==> src/rtl/ac_snoop_capture_pkg.sv <==
// rtl/ac_snoop_capture_pkg.sv - shared types and constants for the AC snoop capture path
// AC_TIMESTAMP_EN adds a cycle timestamp field to each buffered request.
package devil_pkg;

    localparam logic [3:0] ACSNOOP_READONCE = 4'b0000;
    localparam logic [3:0] ACSNOOP_DVM      = 4'b1111;

    localparam int AC_FILTER_BIT   = 14;
    localparam int ADDR_FILTER_BIT = 15;

    // Address is held at the widest supported ACE address; the top slices it back down.
    typedef struct packed {
        logic [63:0] addr;
        logic [3:0]  snoop;
        logic [2:0]  prot;
        logic        match;
        logic        dvm;
`ifdef AC_TIMESTAMP_EN
        logic [31:0] ts;
`endif
    } ac_req_t;

endpackage

==> src/rtl/ac_snoop_capture_if.sv <==
// rtl/ac_snoop_capture_if.sv - AC snoop input channel and buffered request output bundle
// AC_TIMESTAMP_EN adds o_req_ts.
interface ac_snoop_capture_if #(
    parameter int ADDR_W = 44
);
    logic              acvalid;
    logic              acready;
    logic [ADDR_W-1:0] acaddr;
    logic [3:0]        acsnoop;
    logic [2:0]        acprot;

    logic              o_req_valid;
    logic              i_req_ready;
    logic [ADDR_W-1:0] o_req_addr;
    logic [3:0]        o_req_snoop;
    logic [2:0]        o_req_prot;
    logic              o_req_match;
    logic              o_req_dvm;
`ifdef AC_TIMESTAMP_EN
    logic [31:0]       o_req_ts;
`endif

    modport slave (
        input  acvalid, acaddr, acsnoop, acprot, i_req_ready,
        output acready, o_req_valid, o_req_addr, o_req_snoop, o_req_prot,
               o_req_match, o_req_dvm
`ifdef AC_TIMESTAMP_EN
        , output o_req_ts
`endif
    );

    modport master (
        output acvalid, acaddr, acsnoop, acprot, i_req_ready,
        input  acready, o_req_valid, o_req_addr, o_req_snoop, o_req_prot,
               o_req_match, o_req_dvm
`ifdef AC_TIMESTAMP_EN
        , input o_req_ts
`endif
    );

endinterface

==> src/rtl/ac_snoop_capture_fifo.sv <==
// rtl/ac_snoop_capture_fifo.sv - synchronous request FIFO with flush, full/empty and level
// Head reads as zero while empty so the request outputs are clean after reset or flush.
module ac_req_fifo
    import devil_pkg::*;
#(
    parameter int DEPTH = 4,
    localparam int AW = $clog2(DEPTH),
    localparam int LW = AW + 1
) (
    input  logic    clk,
    input  logic    rst,
    input  logic    i_flush,
    input  logic    i_push,
    input  ac_req_t i_data,
    input  logic    i_pop,
    output ac_req_t o_head,
    output logic    o_full,
    output logic    o_empty,
    output logic [LW-1:0] o_level
);

    ac_req_t       r_mem [DEPTH];
    logic [AW-1:0] r_wr_ptr;
    logic [AW-1:0] r_rd_ptr;
    logic [LW-1:0] r_level;
    logic          w_push;
    logic          w_pop;

    assign o_full  = (r_level == LW'(DEPTH));
    assign o_empty = (r_level == '0);
    assign o_level = r_level;
    assign o_head  = o_empty ? '0 : r_mem[r_rd_ptr];

    assign w_push = i_push && !o_full;
    assign w_pop  = i_pop && !o_empty;

    always_ff @(posedge clk) begin
        if (rst || i_flush) begin
            r_wr_ptr <= '0;
            r_rd_ptr <= '0;
            r_level  <= '0;
        end else begin
            if (w_push) r_wr_ptr <= r_wr_ptr + 1'b1;
            if (w_pop)  r_rd_ptr <= r_rd_ptr + 1'b1;
            r_level <= r_level + {{AW{1'b0}}, w_push} - {{AW{1'b0}}, w_pop};
        end
    end

    always_ff @(posedge clk) begin
        if (w_push && !rst && !i_flush) r_mem[r_wr_ptr] <= i_data;
    end

endmodule

==> src/rtl/ac_snoop_capture.sv <==
// rtl/ac_snoop_capture.sv - AC snoop acceptance, filtering, buffering and saturating counters
// AC_TIMESTAMP_EN stamps each accepted request with a free-running cycle count.
module ac_snoop_capture
    import devil_pkg::*;
#(
    parameter int C_ACE_ADDR_WIDTH   = 44,
    parameter int C_S_AXI_DATA_WIDTH = 32,
    parameter int FIFO_DEPTH         = 4,
    localparam int LW = $clog2(FIFO_DEPTH) + 1
) (
    input  logic                          ace_aclk,
    input  logic                          ace_areset,
    ac_snoop_capture_if.slave             ac_if,
    input  logic                          i_ac_filter_en,
    input  logic                          i_addr_filter_en,
    input  logic [C_S_AXI_DATA_WIDTH-1:0] i_acsnoop_reg,
    input  logic [C_S_AXI_DATA_WIDTH-1:0] i_base_addr_reg,
    input  logic [C_S_AXI_DATA_WIDTH-1:0] i_addr_size_reg,
    input  logic                          i_flush,
    input  logic                          i_cnt_clr,
    output logic [LW-1:0]                 o_fifo_level,
    output logic [C_S_AXI_DATA_WIDTH-1:0] o_snoop_cnt,
    output logic [C_S_AXI_DATA_WIDTH-1:0] o_match_cnt
);

    logic        w_full;
    logic        w_empty;
    logic        w_accept;
    logic        w_pop;
    logic        w_dvm;
    logic        w_snoop_ok;
    logic        w_addr_ok;
    logic        w_match;
    logic [63:0] w_addr64;
    logic [32:0] w_win_end;
    ac_req_t     w_push_req;
    ac_req_t     w_head;
    logic        w_unused;

    logic [C_S_AXI_DATA_WIDTH-1:0] r_snoop_cnt;
    logic [C_S_AXI_DATA_WIDTH-1:0] r_match_cnt;

    // Flush also blocks acceptance so nothing lands in the FIFO being emptied.
    assign ac_if.acready = !w_full && !i_flush;
    assign w_accept      = ac_if.acvalid && ac_if.acready;
    assign w_pop         = !w_empty && ac_if.i_req_ready;

    assign w_dvm      = (ac_if.acsnoop == ACSNOOP_DVM);
    assign w_snoop_ok = !i_ac_filter_en || (ac_if.acsnoop == i_acsnoop_reg[3:0]);

    // Window end at 33 bits: a window touching the top of the 32-bit space never wraps.
    assign w_addr64  = 64'(ac_if.acaddr);
    assign w_win_end = {1'b0, i_base_addr_reg[31:0]} + {1'b0, i_addr_size_reg[31:0]};
    assign w_addr_ok = !i_addr_filter_en ||
                       ((w_addr64[63:32] == 32'd0) &&
                        (w_addr64[31:0] >= i_base_addr_reg[31:0]) &&
                        ({1'b0, w_addr64[31:0]} < w_win_end));

    assign w_match = w_snoop_ok && w_addr_ok && !w_dvm;

`ifdef AC_TIMESTAMP_EN
    logic [31:0] r_ts;

    always_ff @(posedge ace_aclk) begin
        if (ace_areset) r_ts <= '0;
        else            r_ts <= r_ts + 32'd1;
    end
`endif

    always_comb begin
        w_push_req       = '0;
        w_push_req.addr  = w_addr64;
        w_push_req.snoop = ac_if.acsnoop;
        w_push_req.prot  = ac_if.acprot;
        w_push_req.match = w_match;
        w_push_req.dvm   = w_dvm;
`ifdef AC_TIMESTAMP_EN
        w_push_req.ts    = r_ts;
`endif
    end

    ac_req_fifo #(
        .DEPTH (FIFO_DEPTH)
    ) u_fifo (
        .clk     (ace_aclk),
        .rst     (ace_areset),
        .i_flush (i_flush),
        .i_push  (w_accept),
        .i_data  (w_push_req),
        .i_pop   (w_pop),
        .o_head  (w_head),
        .o_full  (w_full),
        .o_empty (w_empty),
        .o_level (o_fifo_level)
    );

    assign ac_if.o_req_valid = !w_empty;
    assign ac_if.o_req_addr  = w_head.addr[C_ACE_ADDR_WIDTH-1:0];
    assign ac_if.o_req_snoop = w_head.snoop;
    assign ac_if.o_req_prot  = w_head.prot;
    assign ac_if.o_req_match = w_head.match;
    assign ac_if.o_req_dvm   = w_head.dvm;
`ifdef AC_TIMESTAMP_EN
    assign ac_if.o_req_ts    = w_head.ts;
`endif

    always_ff @(posedge ace_aclk) begin
        if (ace_areset || i_cnt_clr) begin
            r_snoop_cnt <= '0;
            r_match_cnt <= '0;
        end else if (w_accept) begin
            if (r_snoop_cnt != '1)            r_snoop_cnt <= r_snoop_cnt + 1'b1;
            if (w_match && r_match_cnt != '1) r_match_cnt <= r_match_cnt + 1'b1;
        end
    end

    assign o_snoop_cnt = r_snoop_cnt;
    assign o_match_cnt = r_match_cnt;

    assign w_unused = ^{i_acsnoop_reg, i_base_addr_reg, i_addr_size_reg, w_head};

endmodule

==> src/flat_wrapper.sv <==
// flat-port wrapper written by rule: the top's interface ports become plain ports
module ac_snoop_capture_flat import devil_pkg::*;
#(
    parameter int C_ACE_ADDR_WIDTH   = 44,
    parameter int C_S_AXI_DATA_WIDTH = 32,
    parameter int FIFO_DEPTH         = 4,
    localparam int LW = $clog2(FIFO_DEPTH) + 1
)
  (ace_aclk, ace_areset, i_ac_filter_en, i_addr_filter_en, i_acsnoop_reg, i_base_addr_reg, i_addr_size_reg, i_flush, i_cnt_clr, o_fifo_level, o_snoop_cnt, o_match_cnt, ac_if_acvalid, ac_if_acaddr, ac_if_acsnoop, ac_if_acprot, ac_if_i_req_ready, ac_if_acready, ac_if_o_req_valid, ac_if_o_req_addr, ac_if_o_req_snoop, ac_if_o_req_prot, ac_if_o_req_match, ac_if_o_req_dvm);
  ac_snoop_capture_if #(.ADDR_W((44))) ac_if_i ();
  input  logic ace_aclk;
  input  logic ace_areset;
  input  logic i_ac_filter_en;
  input  logic i_addr_filter_en;
  input  logic [C_S_AXI_DATA_WIDTH-1:0] i_acsnoop_reg;
  input  logic [C_S_AXI_DATA_WIDTH-1:0] i_base_addr_reg;
  input  logic [C_S_AXI_DATA_WIDTH-1:0] i_addr_size_reg;
  input  logic i_flush;
  input  logic i_cnt_clr;
  output logic [LW-1:0] o_fifo_level;
  output logic [C_S_AXI_DATA_WIDTH-1:0] o_snoop_cnt;
  output logic [C_S_AXI_DATA_WIDTH-1:0] o_match_cnt;
  input wire logic [$bits(ac_if_i.acvalid)-1:0] ac_if_acvalid;
  input wire logic [$bits(ac_if_i.acaddr)-1:0] ac_if_acaddr;
  input wire logic [$bits(ac_if_i.acsnoop)-1:0] ac_if_acsnoop;
  input wire logic [$bits(ac_if_i.acprot)-1:0] ac_if_acprot;
  input wire logic [$bits(ac_if_i.i_req_ready)-1:0] ac_if_i_req_ready;
  output wire logic [$bits(ac_if_i.acready)-1:0] ac_if_acready;
  output wire logic [$bits(ac_if_i.o_req_valid)-1:0] ac_if_o_req_valid;
  output wire logic [$bits(ac_if_i.o_req_addr)-1:0] ac_if_o_req_addr;
  output wire logic [$bits(ac_if_i.o_req_snoop)-1:0] ac_if_o_req_snoop;
  output wire logic [$bits(ac_if_i.o_req_prot)-1:0] ac_if_o_req_prot;
  output wire logic [$bits(ac_if_i.o_req_match)-1:0] ac_if_o_req_match;
  output wire logic [$bits(ac_if_i.o_req_dvm)-1:0] ac_if_o_req_dvm;
  assign ac_if_i.acvalid = ac_if_acvalid;
  assign ac_if_i.acaddr = ac_if_acaddr;
  assign ac_if_i.acsnoop = ac_if_acsnoop;
  assign ac_if_i.acprot = ac_if_acprot;
  assign ac_if_i.i_req_ready = ac_if_i_req_ready;
  assign ac_if_acready = ac_if_i.acready;
  assign ac_if_o_req_valid = ac_if_i.o_req_valid;
  assign ac_if_o_req_addr = ac_if_i.o_req_addr;
  assign ac_if_o_req_snoop = ac_if_i.o_req_snoop;
  assign ac_if_o_req_prot = ac_if_i.o_req_prot;
  assign ac_if_o_req_match = ac_if_i.o_req_match;
  assign ac_if_o_req_dvm = ac_if_i.o_req_dvm;
  ac_snoop_capture #(.C_ACE_ADDR_WIDTH(C_ACE_ADDR_WIDTH), .C_S_AXI_DATA_WIDTH(C_S_AXI_DATA_WIDTH), .FIFO_DEPTH(FIFO_DEPTH)) u_core (.ace_aclk(ace_aclk), .ace_areset(ace_areset), .ac_if(ac_if_i), .i_ac_filter_en(i_ac_filter_en), .i_addr_filter_en(i_addr_filter_en), .i_acsnoop_reg(i_acsnoop_reg), .i_base_addr_reg(i_base_addr_reg), .i_addr_size_reg(i_addr_size_reg), .i_flush(i_flush), .i_cnt_clr(i_cnt_clr), .o_fifo_level(o_fifo_level), .o_snoop_cnt(o_snoop_cnt), .o_match_cnt(o_match_cnt));
endmodule
==> config.mk <==
export PLATFORM = sky130hd
export DESIGN_NAME = ac_snoop_capture_flat
export DESIGN_NICKNAME = d
export VERILOG_FILES = /design/src/rtl/ac_snoop_capture_pkg.sv /design/src/rtl/ac_snoop_capture_if.sv /design/src/rtl/ac_snoop_capture_fifo.sv /design/src/rtl/ac_snoop_capture.sv /design/src/flat_wrapper.sv
export SDC_FILE = /design/constraint.sdc
export NUM_CORES = 1
export LEC_CHECK = 0
export BUFFER_PORTS_ARGS = -buffer_cell sky130_fd_sc_hd__buf_2
export CAP_MARGIN = 5
export CORE_MARGIN = 5
export CORE_UTILIZATION = 56
export DETAILED_ROUTE_END_ITERATION = 10
export PLACE_DENSITY_LB_ADDON = 0.05
export SYNTH_ARGS = -nofsm -noshare
export SYNTH_HDL_FRONTEND = slang
export SYNTH_SLANG_ARGS = --single-unit
==> constraint.sdc <==
create_clock -name ace_aclk -period 7.8 [get_ports ace_aclk]
set_input_delay 0.78 -clock ace_aclk [delete_from_list [all_inputs] [get_ports ace_aclk]]
set_output_delay 0.78 -clock ace_aclk [all_outputs]
set_load 0.005 [all_outputs]
* Yosys cells after proc, flatten, opt, wreduce, memory -nomap -nowiden
Memory sizes are Yosys's and may differ from the RTL's. A register that Yosys moved wholly into a read port is not among the register bits.
Index checks and enable logic that the tools add are counted.
Widths: inputs -> output; s select.
** Operators by class
- $add $sub $neg :: 7
- $lt $le $gt $ge :: 2
- Equal/unequal tests :: 5
- Mux-type cells :: 5
- Reductions and logical operators :: 27
** Operators by type and width (number)
- $add 32x1->32 const B :: 2
- $ne 32x32->1 const B :: 2
- $mux 53 :: 1
- $add 32x32->33 :: 1
- $lt 32x33->1 :: 1
- $ge 32x32->1 :: 1
- $logic_not 32->1 :: 1
- $logic_and 1x1->1 :: 12
- $logic_not 1->1 :: 7
- $add 2x1->2 const B :: 2
- $eq 4x4->1 :: 1
- $eq 4x4->1 const B :: 1
- $logic_or 1x1->1 :: 4
- $mux 2 :: 2
- $reduce_and 2->1 :: 2
- $add 3x1->3 :: 1
- $eq 3x3->1 const B :: 1
- $logic_not 3->1 :: 1
- $sub 3x1->3 :: 1
- $mux 1 :: 2
** Storage, ports and cells
- Register bits :: 71
- Memory bits (writable) :: 212
- Input port bits :: 155
- Output and inout bits :: 122
- Logic and storage cells :: 52
- Memories :: 1
** Memories
- u_core.u_fifo.r_mem :: words 4, width 53, read ports 1, clocked after Yosys merged registers in 1, wr ports 1, line ac_snoop_capture_fifo.sv:22 : ac_req_t r_mem [DEPTH];

* Longest topological paths before layout
Gate-level depths: netlist of run 1.
- Depth in word-level cells :: 9
- Gate-level depth with buffers :: 22
- Gate-level depth less buffers :: 21

* Modules after synthesis
Synthesis of run 1 repeated with hierarchy kept, for this count alone.
** Second synthesis, totals
- Cell total of the unflattened synthesis :: 1304
- Area, all modules :: 17742.0 µm²
** By module, submodules not included
- ac_req_fifo :: times used 1, cells each 513, area each 11526.1 µm²
- ac_snoop_capture :: times used 1, cells each 791, area each 6216.0 µm²

* Worst setup path before layout of run 1
OpenSTA, ideal clock, no wires.
- Path type :: input port to flip-flop
- Start :: in i_base_addr_reg[0]
- End :: reg u_core.r_match_cnt[11], in the netlist u_core.o_match_cnt[11]
- Library setup time :: 0.115 ns
- Arrival time :: 5.511 ns
- Required time :: 7.685 ns
- Path slack :: 2.175 ns
- Stages on the path :: 22
- Buffers on the path :: 1
- Cells stage by stage :: ha_1 -> fa_1 -> a21oi_1 -> o211ai_1 -> a211oi_1 -> nor2_1 -> a21oi_1 -> o31a_1 -> a21oi_1 -> mux2i_1 -> a221o_1 -> ha_1 -> a21o_1 -> a21oi_1 -> o21ai_1 -> a2111oi_0 -> a221oi_2 -> a211oi_4 -> nand2_1 -> buf_2 -> o31a_1 -> o21a_1
** On the way
- Longest elaborated chain between the ends :: 8
- Elaborated cells between the ends (all ways) :: 10
- Classes of those cells :: 1 x add/sub; 2 x order compare; 7 x reduce/logical
** RTL lines
- start, declared :: line flat_wrapper.sv:16 : input logic [C_S_AXI_DATA_WIDTH-1:0] i_base_addr_reg;
- $add 32x32->33 or $ge 32x32->1 (tied branches) :: line ac_snoop_capture.sv:53, ac_snoop_capture.sv:56
- $lt 32x33->1 or $logic_and 1x1->1 (tied branches) :: line ac_snoop_capture.sv:57, ac_snoop_capture.sv:55
- $logic_and 1x1->1 * :: line ac_snoop_capture.sv:56 : (w_addr64[31:0] >= i_base_addr_reg[31:0]) &&
- $logic_or 1x1->1 * :: line ac_snoop_capture.sv:54 : assign w_addr_ok = !i_addr_filter_en ||
- $logic_and 1x1->1 * (2 in series) :: line ac_snoop_capture.sv:59 : assign w_match = w_snoop_ok && w_addr_ok && !w_dvm;
- via u_core.w_match :: line ac_snoop_capture.sv:33 : logic w_match;
- $logic_and 1x1->1 * :: line ac_snoop_capture.sv:113 : if (w_match && r_match_cnt != '1) r_match_cnt <= r_match_cnt + 1'b1;
- $reduce_and 2->1 (no source line) *
- end signal, assigned :: line ac_snoop_capture.sv:113
- end, declared :: line ac_snoop_capture.sv:41 : logic [C_S_AXI_DATA_WIDTH-1:0] r_match_cnt;
The timed path passes the listed nets; every way through them passes the cells marked *.
A chain may end at the register's enable or synchronous reset.

* Final worst setup path of run 1
- Start :: in i_base_addr_reg[0]
- End :: reg u_core.r_match_cnt[30], in the netlist u_core.o_match_cnt[30]
The elaborated chain is that of the path after synthesis.

==> impl_metrics.py, run 1 <==
metrics = {
    "run_status": {
        "status": "complete, no violations",
    },
    "floorplan": {
        "coreArea_mm2": 0.02584,
        "fp.dieW_um": 171.1,
        "fp.dieArea_mm2": 0.02928,
        "io_pins": 277,
        "die_h_um": 171.1,
        "initial_core_util": 0.5625,
        "rows": 59,
    },
    "timing": {
        "relSlewSlack": 0.2820,
        "setup_violations": 0,
        "slew_violations": 0,
        "tightestPinTransition_ns": 1.050,
        "fin_skew_ns": 0.01426,
        "rsz0062_at_grt": "no",
        "worst_slack_ns": 1.182,
        "finalHoldViolations": 0,
        "final.setup.tns_ns": 0,
        "post-route-period-util": 0.8485,
        "fin_crit_ns": 6.618,
        "max_freq_mhz": 151.1,
    },
    "synthesis": {
        "async_flop_share": 0,
        "synth_ff_type": "edfxtp_1",
        "ys_warn_count": 0,
        "ys_ff_latch": 285,
        "synth.avg_cell_area_um2": 12.39,
        "postSynthCellCount": 1173,
        "synth_nets": 1433,
        "ys_seq_area_frac": 0.5386,
        "synth_edf_count": 212,
        "netlist_area_mm2": 0.01453,
        "synth_cell_types": 59,
    },
    "place": {
        "portBuffers": 248,
        "dp_hpwl_um": 23260,
        "gp_congestion": 0.8732,
        "pre_cts_ws_ns": 0.7030,
    },
    "clock_tree": {
        "cts-root-buf": "clkbuf_16",
        "path_clk_slew_ns": 0.06,
        "cts_made_buffers": 29,
        "ctsHoldBuffers": 0,
        "insertion_delay_ns": 0.53,
        "tritoncts": "built",
        "cts_resized": 0,
        "post_cts.repair.setup_buffers": 0,
        "cts_max_path_buffers": 3,
        "clock_sinks": 285,
        "htree_levels": 1,
    },
    "global_routing": {
        "grt_max_degree": 56,
        "gr-usage-all-layers": 0.2246,
        "overflow": 0,
        "gr-usage-met1": 0.3173,
        "grt_pass1_vias": 10200,
        "grt_first_pass_wirelength_um": 52710,
        "antenna_found_initial": 1,
        "top_usage_layer": "met2",
        "gr-usage-met3": 0.03558,
        "use_met2": 0.3672,
    },
    "flow_run": {
        "drv_cap": 0,
    },
    "critical_path": {
        "crit_path_frequent_cell": "a21oi_1",
        "cp-start-kind": "input port",
        "worst-path-buf-inv": 1,
        "cpLargestDelayFamily": "compound AO/OA/AOI/OAI gates",
        "cp_max_fo": 16,
        "slowest_stage": "a2111oi_0",
        "required_ns": 8.26,
        "crit_type": "input port to flip-flop",
        "critPathCaptureType": "flip-flop",
        "arrival_ns": 7.08,
        "crit_path_max_incr_delay_ns": 0.91,
        "path_cells": "buf_2 -> ha_1 -> fa_1 -> a21oi_1 -> o211ai_1 -> a211oi_1 -> nor2_1 -> a21oi_1 -> o31a_1 -> a21oi_1 -> nor2_1 -> xor2_1 -> ha_1 -> a211o_1 -> a21oi_1 -> o21ai_1 -> a2111oi_0 -> a221oi_2 -> a211oi_4 -> nand2_1 -> or4_1 -> a21oi_1",
    },
    "drt": {
        "viasPerCell": 5.697,
        "dr.first_iter.drc_count": 618,
        "wl_per_cell_um": 18.62,
        "drc": 0,
        "routed_wl_um": 33150,
        "ant_nets": 0,
        "vias": 10140,
        "dr.pass1.iters": 5,
    },
    "final_layout": {
        "post-route-util": 0.6574,
        "multi_input_area_mm2": 0.006355,
        "nets": 1685,
        "areaGrowthSynthToFinish_pct": 16.86,
        "drive_above_1_share": 0.2547,
        "num_antenna_cells": 0,
        "fill_cells": 2047,
        "area.sequential_mm2": 0.007833,
    },
    "min_path": {
        "hp-class": "input port to flip-flop",
    },
    "power": {
        "power.density_mw_per_mm2": 196.8,
        "p_leak_nw": 6.670,
        "peakVddDrop_v": 0.0001751,
    },
}
final cells by class:
type	instances	share of cell area
Clock buffer	39	0.04494
Sequential cell	285	0.4611
Inverter	57	0.01260
Multi-Input combinational cell	794	0.3741
Timing Repair Buffer	258	0.07750
Clock inverter	12	0.005009
Tap cell	335	0.02468
cell usage after synthesis, drive strengths merged, types with 3 or more instances:
library cell / number / share of area
mux4: 53 / 0.082
o31ai: 7 / 0.0040
and3: 7 / 0.0030
nand3b: 3 / 0.0015
or2: 9 / 0.0039
a211oi: 5 / 0.0034
a31oi: 4 / 0.0017
or3: 24 / 0.010
mux2i: 4 / 0.0028
a21o: 19 / 0.0098
and2: 65 / 0.028
edfxtp: 212 / 0.44
xor2: 40 / 0.024
clkbuf: 29 / 0.0075
buf: 8 / 0.0024
nor3: 19 / 0.0065
o31a: 3 / 0.0018
inv: 57 / 0.015
o211a: 3 / 0.0021
and4: 5 / 0.0030
nor2: 68 / 0.018
nor4: 11 / 0.0047
nand2b: 8 / 0.0034
a2bb2oi: 3 / 0.0018
or4: 4 / 0.0021
o21bai: 4 / 0.0021
nand3: 30 / 0.010
nand4: 29 / 0.013
o21ai: 41 / 0.014
a21oi: 75 / 0.026
ha: 103 / 0.089
nand2: 73 / 0.019
o21a: 10 / 0.0052
a2111oi: 5 / 0.0030
o211ai: 6 / 0.0031
a221o: 3 / 0.0021
dfxtp: 73 / 0.10
xnor2: 29 / 0.017
final timing paths:
| check | depth (start not counted) | endpoint | from | slack [ns] |
|---|---|---|---|---|
| setup / recovery | 22 | u_core.o_match_cnt[30]$_SDFFE_PP0P_ | i_base_addr_reg[0] | 1.18 |
| hold / removal | 1 | u_core.u_fifo.r_mem[2][3]$_DFFE_PP_ | ac_if_acprot[1] | 0.47 |
| setup reg to reg | 9 | u_core.o_match_cnt[1]$_SDFFE_PP0P_ | u_core.o_match_cnt[2]$_SDFFE_PP0P_ | 4.69 |
| hold reg to reg | 2 | u_core.o_match_cnt[16]$_SDFFE_PP0P_ | u_core.o_match_cnt[16]$_SDFFE_PP0P_ | 0.50 |
cells in the final DEF, fill, tap and decap left out, drive strengths merged, types with 53 or more instances in the layout:
cell    Yosys  final
buf         8    258
edfxtp    212    212
ha        103    103
a21oi      75     75
nand2      73     73
dfxtp      73     73
nor2       68     68
and2       65     65
inv        57     58
mux4       53     53
worst register-to-register path: cells and delay by family, from the launching register on:
kind / cells / cell delay [ns]
AND/OR/NAND/NOR: 7 / 1.93
multiplexers: 1 / 0.24
flip-flops: 1 / 0.45
AO/OA/AOI/OAI: 1 / 0.38
registers in the layout (all words and copies together), names as in the netlist, named ones only:
register,cells
u_core.u_fifo.r_rd_ptr,2
u_core.u_fifo.r_mem,212
u_core.o_match_cnt,32
u_core.o_snoop_cnt,32
u_core.u_fifo.r_wr_ptr,2
u_core.u_fifo.o_level,3
metal layers:
metal	up-vias	wire length (µm)
met5	-	13
met4	2	794
met1	4865	14760
li1	4928	-
met3	56	2015
met2	289	15560
kinds of logic (layout without fill, tap and decap cells):
| kind of cell | Yosys count | in the layout | share of synthesized area |
|---|---|---|---|
| multiplexers | 57 | 57 | 0.08488 |
| buffers and inverters | 94 | 366 | 0.02462 |
| flip-flops | 285 | 285 | 0.5386 |
| XOR/XNOR | 69 | 69 | 0.04158 |
| adder cells (fa/ha/maj) | 105 | 105 | 0.09143 |
| AND/OR/NAND/NOR | 362 | 362 | 0.1303 |
| AO/OA/AOI/OAI | 201 | 201 | 0.08859 |
metrics by stage:
| step | instance area [µm²] | cells | total power [W] | hold slack (ns) |
|---|---|---|---|---|
| 2_1_floorplan | 14530 | 1173 | 0.001967 | 0.4692 |
| 3_3_place_gp | 16140 | 1729 | 0.002118 | 0.4776 |
| 3_5_place_dp | 16140 | 1729 | 0.002127 | 0.4892 |
| 4_1_cts | 16990 | 1780 | 0.003379 | 0.4452 |
| 5_1_grt | 16990 | 1780 | 0.003505 | 0.4551 |
| 6_report | 16990 | 1780 | 0.003343 | 0.4727 |
report_power, final:
part	internal (W)	switching (W)	total, W
Clock	0.000714	0.000536	0.00125
Sequential	0.00164	0.00000604	0.00165
Combinational	0.000196	0.000250	0.000446
(Power assumes the default switching activity.)
==> run 2: changes to the inputs <==
Settings changed: ABC_AREA set to 1, CORE_UTILIZATION 56 to 51.
Clock period 7.8 ns to 5.8 ns, I/O delays scaled along.
==> run 2 against run 1 <==
  * First-iteration DRC count grew 30%
  * Die area rose by 17%
  * Clock skew decreased by 0.0086 ns
  * Combinational power is 40% higher
  * Clock-buffer cell count shrank 3
  * Cell count rose by 37%
  * Critical path depth rose by 2
  * Register-to-register slack got worse by 2.1 ns
  * Flip-flop and latch count unchanged
  * Sequential power grew 34%
  * Global-route usage barely moved
  * Largest cell class unchanged
  * Largest power group unchanged
==> impl_metrics.py, run 2 <==
metrics = {
    "clock_tree": {
        "ctsHoldBuffers": 0,
        "cts_resized": 0,
        "post_cts.repair.setup_buffers": 0,
        "cts_max_path_buffers": 3,
        "path_clk_slew_ns": 0.06,
        "insertion_delay_ns": 0.54,
        "htree_levels": 1,
        "cts-root-buf": "clkbuf_16",
        "tritoncts": "built",
        "clock_sinks": 285,
        "cts_made_buffers": 31,
    },
    "power": {
        "switching_share": 0.2385,
        "clock_power_share": 0.426,
        "pwr-share-comb": 0.127,
        "p_leak_nw": 7.696,
        "p_int_w": 0.003765,
        "seq_power_share": 0.448,
        "peakVddDrop_v": 0.0001986,
        "switchingPower_w": 0.001179,
        "power.density_mw_per_mm2": 269.3,
    },
    "floorplan": {
        "io_pins": 277,
        "fp.dieArea_mm2": 0.03419,
        "coreArea_mm2": 0.03043,
        "die_h_um": 184.9,
        "fp.dieW_um": 184.9,
        "rows": 64,
        "initial_core_util": 0.5128,
    },
    "flow_run": {
        "drv_cap": 0,
    },
    "final_layout": {
        "top_register": "u_core.u_fifo.r_mem",
        "instances_no_fill": 2440,
        "areaGrowthSynthToFinish_pct": 17.66,
        "multi_input_area_mm2": 0.006792,
        "drive_above_1_share": 0.1752,
        "final_cell_mix": "353 x nor2_1, 248 x buf_2, 228 x nand2_1",
        "largest_reg_flops": 212,
        "area.sequential_mm2": 0.007833,
        "fill_cells": 2743,
        "layout_commonest_cell": "nor2_1",
        "nets": 2279,
    },
    "synthesis": {
        "ys_seq_area_frac": 0.5016,
        "postSynthCellCount": 1778,
        "synth_edf_count": 212,
        "ys_ff_latch": 285,
        "synth_nets": 2038,
        "netlist_area_mm2": 0.01560,
        "synth.mux.area_fraction": 0,
        "synth_compound_area_frac": 0.1154,
        "async_flop_share": 0,
        "synth.top_cell.area_share": 0.4080,
        "ys_warn_count": 0,
        "yosysTopAreaCell": "edfxtp_1",
        "synthXorXnorAreaFrac": 0.02357,
        "synth_fa_ha_area_frac": 0.08516,
        "synth-simple-area-share": 0.2086,
        "yosysMostFrequentCell": "nor2_1",
        "synth.avg_cell_area_um2": 8.776,
        "synth_ff_type": "edfxtp_1",
        "ys_top_cells_by_area": "edfxtp_1 41%, dfxtp_1 9.4%, nor2_1 8.6%",
        "synth_top_family_by_area": "simple AND/OR/NAND/NOR gates",
        "synth_cell_types": 46,
        "synth_commonest_cells": "357 x nor2_1, 228 x nand2_1, 212 x edfxtp_1, 201 x inv_1, 139 x o21ai_0",
    },
    "global_routing": {
        "grt_first_pass_wirelength_um": 62570,
        "gr-usage-all-layers": 0.2251,
        "grt_max_degree": 107,
        "grt_pass1_vias": 12190,
        "antenna_found_initial": 1,
        "overflow": 0,
    },
    "drt": {
        "routed_wl_um": 39720,
        "dr.first_iter.drc_count": 805,
        "drc": 0,
        "viasPerCell": 5.264,
        "vias": 12850,
        "wl_per_cell_um": 16.28,
        "dr.pass1.iters": 5,
        "ant_nets": 0,
    },
    "timing": {
        "relSlewSlack": 0.2051,
        "final.setup.tns_ns": 0,
        "slew_violations": 0,
        "max_freq_mhz": 217.6,
        "rsz0062_at_grt": "no",
        "tightestPinTransition_ns": 1.192,
        "post-route-period-util": 0.7922,
        "fin_crit_ns": 4.595,
        "fin_skew_ns": 0.005679,
        "setup_violations": 0,
        "finalHoldViolations": 0,
    },
    "min_path": {
        "hp-class": "input port to flip-flop",
        "worstHoldEndpoint": "u_core.u_fifo.r_mem[3][2]$_DFFE_PP_",
        "worstHoldStart": "ac_if_acprot[0]",
        "min_path_cells": 1,
    },
    "critical_path": {
        "cp_max_fo": 11,
        "r2r-end": "u_core.u_fifo.r_mem[0][28]$_DFFE_PP_",
        "slowest_stage": "nand4_1",
        "required_ns": 6.24,
        "crit_type": "input port to flip-flop",
        "critPathCaptureType": "flip-flop",
        "cpLargestDelayFamily": "compound AO/OA/AOI/OAI gates",
        "crit_path_frequent_cell": "nand2_1",
        "path_cells": "buf_2 -> ha_1 -> fa_1 -> nand3_1 -> nand2_1 -> nand2_1 -> nand2_2 -> a21oi_1 -> o21bai_1 -> a21boi_0 -> o21ai_0 -> a21oi_1 -> xor2_1 -> ha_1 -> a21oi_1 -> nor3_1 -> a211oi_1 -> nand2_1 -> nand2_1 -> nand3_1 -> nand2_2 -> nand4_1 -> o21bai_1 -> nor2_1",
        "ff2ff_setup_slack_ns": 2.56,
        "rr_worst_depth": 7,
        "cp-start-kind": "input port",
        "arrival_ns": 5.03,
        "crit_path_max_incr_delay_ns": 0.45,
        "worst-path-buf-inv": 1,
        "rr_startpoint": "u_core.u_fifo.o_level[1]$_SDFF_PP0_",
    },
    "place": {
        "dp_cells": 2382,
        "gp_congestion": 0.9221,
        "portBuffers": 248,
        "dp_hpwl_um": 27380,
    },
    "run_status": {
        "status": "complete, no violations",
    },
}
run 2: worst max path at each step:
stage	startpoint	endpoint	slack [ns]	cells past startpoint
2_1_floorplan	i_base_addr_reg[0]	u_core.o_match_cnt[15]$_SDFFE_PP0P_	1.83	25
3_3_place_gp	i_base_addr_reg[0]	u_core.o_match_cnt[0]$_SDFFE_PP0P_	0.75	24
3_5_place_dp	i_base_addr_reg[0]	u_core.o_match_cnt[0]$_SDFFE_PP0P_	0.68	24
4_1_cts	i_base_addr_reg[0]	u_core.o_match_cnt[0]$_SDFFE_PP0P_	1.26	24
5_1_grt	i_base_addr_reg[2]	u_core.o_match_cnt[2]$_SDFFE_PP0P_	0.79	29
6_report	i_base_addr_reg[0]	u_core.o_match_cnt[0]$_SDFFE_PP0P_	1.21	24
run 2: worst register-to-register path, cell delays in order, from the launching register on:
cell,delay [ns]
dfxtp_1,0.47
inv_2,0.06
nand3_1,0.11
nand3_4,0.28
inv_1,0.39
nand2_1,0.31
nor2_4,0.67
buf_4,0.56
run 2: area by class of cell:
| cell class | instances | share of cell area |
|---|---|---|
| antenna | 1 | 0.0001363 |
| clock buffer | 36 | 0.04491 |
| clock inverter | 21 | 0.01533 |
| inverter | 205 | 0.04191 |
| multi-input combinational | 1232 | 0.3699 |
| sequential | 285 | 0.4266 |
| tap | 396 | 0.02699 |
| timing repair buffer | 264 | 0.07415 |
run 2: through the flow:
stage | utilization | setup slack [ns] | instance area [µm²] | total power (W) | hold WS (ns)
final | 0.6033 | 1.205 | 18360 | 0.004943 | 0.2563
after global routing | 0.6033 | 0.7931 | 18360 | 0.005163 | 0.2410
after CTS | 0.6032 | 1.256 | 18360 | 0.004986 | 0.2412
after detailed placement | 0.5669 | 0.6789 | 17250 | 0.002885 | 0.4826
after global placement | 0.5669 | 0.7451 | 17250 | 0.002869 | 0.4750
after floorplan | - | 1.830 | 15600 | 0.002657 | 0.4698
run 2: cells by family after synthesis:
group / count (synthesis)
AND/OR/NAND/NOR: 755
AO/OA/AOI/OAI: 330
flip-flops: 285
buffers and inverters: 261
adder cells (fa/ha/maj): 105
XOR/XNOR: 42
run 2: layer usage:
layer | part of all wire | routed length [µm] | vias up | track usage
met2 | 0.46 | 18370 | 345 | 0.3722
met4 | 0.014 | 575 | 0 | 0.03993
met3 | 0.060 | 2371 | 46 | 0.03005
met5 | 0 | 0 | - | 0
met1 | 0.46 | 18410 | 5935 | 0.3238
li1 | - | - | 6519 | -
run 2: power groups by stage:
stage	combinational [W]	clock (W)	sequential, W
after floorplan	0.000398	0	0.00226
after global placement	0.000612	0	0.00226
after detailed placement	0.000628	0	0.00226
after CTS	0.000631	0.00214	0.00221
after global routing	0.000714	0.00224	0.00221
final	0.000626	0.00210	0.00221
